===== config.mk =====
export PLATFORM = sky130hd
export DESIGN_NAME = clac_rr_sched
export DESIGN_NICKNAME = d
export VERILOG_FILES = /design/src/rtl/clac_rr_sched.sv
export SDC_FILE = /design/constraint.sdc
export NUM_CORES = 1
export LEC_CHECK = 0
export CAP_MARGIN = 30
export CORE_MARGIN = 8
export CORE_UTILIZATION = 35
export CTS_CLUSTER_DIAMETER = 120
export DETAILED_ROUTE_END_ITERATION = 10
export PLACE_DENSITY = 0.75
export SYNTH_ARGS = -nofsm -noshare
export SYNTH_HDL_FRONTEND = slang
export SYNTH_SLANG_ARGS = --single-unit
export TNS_END_PERCENT = 1

===== constraint.sdc =====
create_clock -name hclk -period 2.2 [get_ports hclk]
set_input_delay 0.33 -clock hclk [delete_from_list [all_inputs] [get_ports hclk]]
set_output_delay 0.33 -clock hclk [all_outputs]
set_load 0.02 [all_outputs]

===== src/rtl/clac_rr_sched.sv =====
// Round-robin scheduler sharing one combinational clac between two requesters.
// One command in flight: IDLE accepts, EXEC holds ctrl for CLAC_LAT cycles, RESP returns result.
module clac_rr_sched #(
  parameter int CLAC_LAT = 1,
  parameter int DW       = 16
) (
  input  logic            hclk,
  input  logic            hresetn,
  input  logic            req0_valid,
  output logic            req0_ready,
  input  logic [1:0]      req0_mode,
  input  logic [DW-1:0]   req0_a,
  input  logic [DW-1:0]   req0_b,
  output logic            rsp0_valid,
  input  logic            rsp0_ready,
  output logic [2*DW-1:0] rsp0_data,
  input  logic            req1_valid,
  output logic            req1_ready,
  input  logic [1:0]      req1_mode,
  input  logic [DW-1:0]   req1_a,
  input  logic [DW-1:0]   req1_b,
  output logic            rsp1_valid,
  input  logic            rsp1_ready,
  output logic [2*DW-1:0] rsp1_data,
  output logic            ctrl,
  output logic [1:0]      clac_mode,
  output logic [DW-1:0]   opcode_a,
  output logic [DW-1:0]   opcode_b,
  input  logic [2*DW-1:0] result,
  output logic            busy
);

  typedef enum logic [1:0] {IDLE, EXEC, RESP} state_t;

  localparam logic [3:0] LAT_INIT = 4'(CLAC_LAT - 1);

  state_t     state;
  logic       last_grant;
  logic       owner;
  logic       grant;
  logic       accept;
  logic [3:0] lat_cnt;

  // On a tie the port that did not win last time goes next.
  always_comb begin
    grant = req1_valid;
    if (req0_valid && req1_valid) grant = ~last_grant;
  end

  assign accept     = (state == IDLE) && (req0_valid || req1_valid);
  assign req0_ready = hresetn && (state == IDLE) && req0_valid && !grant;
  assign req1_ready = hresetn && (state == IDLE) && req1_valid &&  grant;
  assign busy       = (state != IDLE);

  always_ff @(posedge hclk or negedge hresetn) begin
    if (!hresetn) begin
      state      <= IDLE;
      last_grant <= 1'b1;
      owner      <= 1'b0;
      lat_cnt    <= '0;
      ctrl       <= 1'b0;
      clac_mode  <= '0;
      opcode_a   <= '0;
      opcode_b   <= '0;
      rsp0_valid <= 1'b0;
      rsp1_valid <= 1'b0;
      rsp0_data  <= '0;
      rsp1_data  <= '0;
    end else begin
      case (state)
        IDLE: begin
          if (accept) begin
            clac_mode  <= grant ? req1_mode : req0_mode;
            opcode_a   <= grant ? req1_a    : req0_a;
            opcode_b   <= grant ? req1_b    : req0_b;
            owner      <= grant;
            last_grant <= grant;
            ctrl       <= 1'b1;
            lat_cnt    <= LAT_INIT;
            state      <= EXEC;
          end
        end
        EXEC: begin
          if (lat_cnt == 4'd0) begin
            ctrl  <= 1'b0;
            state <= RESP;
            if (owner) begin
              rsp1_valid <= 1'b1;
              rsp1_data  <= result;
            end else begin
              rsp0_valid <= 1'b1;
              rsp0_data  <= result;
            end
          end else begin
            lat_cnt <= lat_cnt - 4'd1;
          end
        end
        RESP: begin
          // Data registers keep the result after the handshake.
          if (owner ? rsp1_ready : rsp0_ready) begin
            rsp0_valid <= 1'b0;
            rsp1_valid <= 1'b0;
            state      <= IDLE;
          end
        end
        default: state <= IDLE;
      endcase
    end
  end

endmodule


==> flow_metrics.py <==
metrics = {
    "drt": {
        "wl_um": 13700,
        "wl_per_cell_um": 17.8,
        "drtIter0Drc": 202,
        "drc": 0,
        "dr.pass1.iters": 4,
        "dr_total_vias": 3807,
        "drtAntennaViolNets": 0,
        "routed_via_density": 4.94,
    },
    "yosys": {
        "yosys.area.top_type_share_pct": 57.7,
        "synth_area_um2": 4690,
        "synthTopCellsByArea": "dfrtp_1, mux2_4, mux2_2",
        "ys_ff_latch": 109,
        "syn-num-nets": 491,
        "ys_types": 36,
        "avgSynthCellArea_um2": 12.2,
        "synth_top_cell_by_area": "dfrtp_1",
        "seq_area_frac_synth_pct": 58.2,
        "syn_inst": 383,
        "yosysWarnings": 0,
    },
    "pwr": {
        "ir_worst_vdd_mv": 0.601,
        "p_per_area_nw_per_um2": 1540,
        "p_leak_nw": 3.07,
    },
    "setup_path": {
        "worst_ep_arrival_time_ns": 2.28,
        "slowest_delay_ns": 0.39,
        "end_kind": "register",
        "crit_chain": "inv_1 -> ha_1 -> nor3b_4 -> and3_2 -> buf_12 -> mux2_2",
        "critPathSlowestCell": "dfrtp_1",
        "critPathLaunchType": "register",
        "cp_data_required_time_ns": 2.43,
        "worst-path-max-fanout": 33,
        "worst-setup-path-type": "reg -> reg",
    },
    "floorplan": {
        "std_cell_rows": 42,
        "die-area_um2": 17300,
        "io_pins": 210,
        "start_util_pct": 35.7,
        "dieWidth_um": 132,
        "dieHeight_um": 132,
        "fp.coreArea_um2": 13100,
    },
    "run": {
        "max-cap-violations": 0,
    },
    "place": {
        "dp.cells": 754,
        "dpl-instance-area_um2": 6980,
        "io_buffers": 209,
        "gp_congestion": 0.796,
        "dp_hpwl_um": 10500,
    },
    "global_route": {
        "globalRoute.totalOverflow": 0,
        "grt.total_usage_pct": 15.9,
        "grt_pass1_vias": 4150,
        "grt_max_degree": 67,
        "antenna_found_initial": 0,
        "grt_pass1_wl_um": 22400,
    },
    "sta": {
        "finalClockSkew_ns": 0.00835,
        "final-hold-violation-count": 0,
        "max-slew-margin-rel_pct": 45.6,
        "period_share_pct": 93.4,
        "setup_viol": 0,
        "worst_slew_pin_slew_ns": 0.816,
        "fin_setup_tns_ns": 0,
        "finalMaxSlewViolations": 0,
        "rsz0062_at_grt": "false",
        "final.min_clock_period_ns": 2.05,
        "fmax_mhz": 487,
    },
    "cts": {
        "post_cts_buffers": 0,
        "cts_buffer_depth": 2,
        "cts-root-buf": "clkbuf_16",
        "cts_made_buffers": 9,
        "cts_hold_buf": 0,
        "path_clk_slew_ns": 0.07,
        "clock_sinks": 109,
        "cts_tree": "built",
        "cts.htree.levels": 3,
        "clock_latency_ns": 0.35,
    },
    "finish": {
        "num_antenna_cells": 0,
        "syn2layout_area_growth_pct": 55.3,
        "layout-drive-gt1-share_pct": 17.3,
        "design_area_um2": 7280,
        "fin_util_pct": 55.4,
        "fin_cells": 770,
        "nets": 697,
    },
    "status": {
        "outcome": "complete, no violations",
    },
    "worst_hold_path": {
        "hold_class": "in -> async",
    },
}
==> through the flow <==
step           total power, mW  hold WS [ns]  setup WS [ns]
2_1_floorplan             6.84        0.0344          0.410
3_3_place_gp              9.50         0.469       0.000445
3_5_place_dp              9.66         0.472         0.0146
4_1_cts                   11.3         0.145         0.0359
5_1_grt                   11.9         0.174         0.0267
6_report                  11.2         0.126          0.145
==> area by class of cell <==
class | count | area (um^2)
Fill cell | 1159 | 5860
Inverter | 6 | 22.5
Clock inverter | 5 | 57.6
Clock buffer | 11 | 243
Timing Repair Buffer | 222 | 2220
Tap cell | 176 | 220
Multi-Input combinational cell | 241 | 1780
Sequential cell | 109 | 2730
==> final timing paths <==
path	depth (start not counted)	start	slack [ns]	endpoint
hold / removal	2	hresetn	0.13	state[0]
min in group hclk	1	ctrl	0.49	ctrl
max in group asynchronous	2	hresetn	1.43	rsp1_data[22]
setup reg to reg	6	lat_cnt[0]	0.15	rsp1_data[7]
hold reg to reg	1	ctrl	0.49	ctrl
setup / recovery	6	lat_cnt[0]	0.15	rsp1_data[7]
==> Yosys cell counts <==
library cell and instances:
dfrtp_1 108, nand2_1 70, mux2_2 37, a21oi_1 35, a31oi_1 34, mux2_4 29
clkbuf_1 11, buf_2 10, inv_1 6, o21ai_0 6, buf_12 3, nand3_1 3
nor3_1 3, a21boi_0 2, and3_1 2, buf_1 2, ha_1 2, nor2_1 2
a21bo_2 1, a21o_1 1, and2_1 1, and2b_2 1, buf_6 1, dfstp_2 1
mux2_1 1, mux2i_1 1, nand2b_1 1, nand3b_2 1, nor2b_1 1, nor3b_4 1
o21a_1 1, o2bb2ai_1 1, o311ai_0 1, or2_1 1, or3_1 1, or4_1 1
==> layout by cell type, fill, tap and decap left out, types with 3 or more instances in the layout <==
cell and count:
a31oi_1 34, mux2_2 37, o21ai_0 6, clkdlybuf4s50_1 205, inv_1 6, buf_12 3, a21oi_1 35, nand3_1 3
clkbuf_16 9, mux2_4 29, nand2_1 70, dfrtp_1 108, nor3_1 3, buf_4 11
==> sequential cells by signal (all words and copies together) (netlist names), 2 cells and up <==
signal and count:
clac_mode 2, state 2, rsp1_data 32, rsp0_data 32, opcode_b 16, lat_cnt 4, opcode_a 16
==> power breakdown <==
| part | switching, mW | internal, mW | total [mW] |
|---|---|---|---|
| clock network | 0.703 | 0.916 | 1.62 |
| registers | 0.624 | 3.04 | 3.66 |
| logic | 2.82 | 3.08 | 5.90 |
| total | 4.15 | 7.03 | 11.2 |
==> per-layer routing <==
layer	part of all wire (%)	global-route usage (%)	wire length (um)
met2	46	25.4	6260
met3	10	7.58	1420
met5	0	0	0
met1	42	18.2	5810
met4	1.7	6.25	229
==> cells by family after synthesis <==
group | count (synthesis) | share of synthesized area (%)
adder cells (fa/ha/maj) | 2 | 0.534
multiplexers | 68 | 18.6
buffers and inverters | 33 | 4.11
AND/OR/NAND/NOR | 89 | 8.33
AO/OA/AOI/OAI | 82 | 10.1
flip-flops | 109 | 58.2
==> critical path, delay by kind of cell, from the launching register on <==
kind / cells / cell delay (ns)
fa+ha+maj: 1 / 0.20
buf+inv: 2 / 0.35
mux: 1 / 0.38
simple gates: 2 / 0.60
flops: 1 / 0.39
==> timing repair <==
action                                  CTS  global route
gates resized for setup                   2             1
cloned                                    0             0
pin swaps                                 0             0
endpoints found under the setup margin    2             1
(Power assumes the default switching activity.)
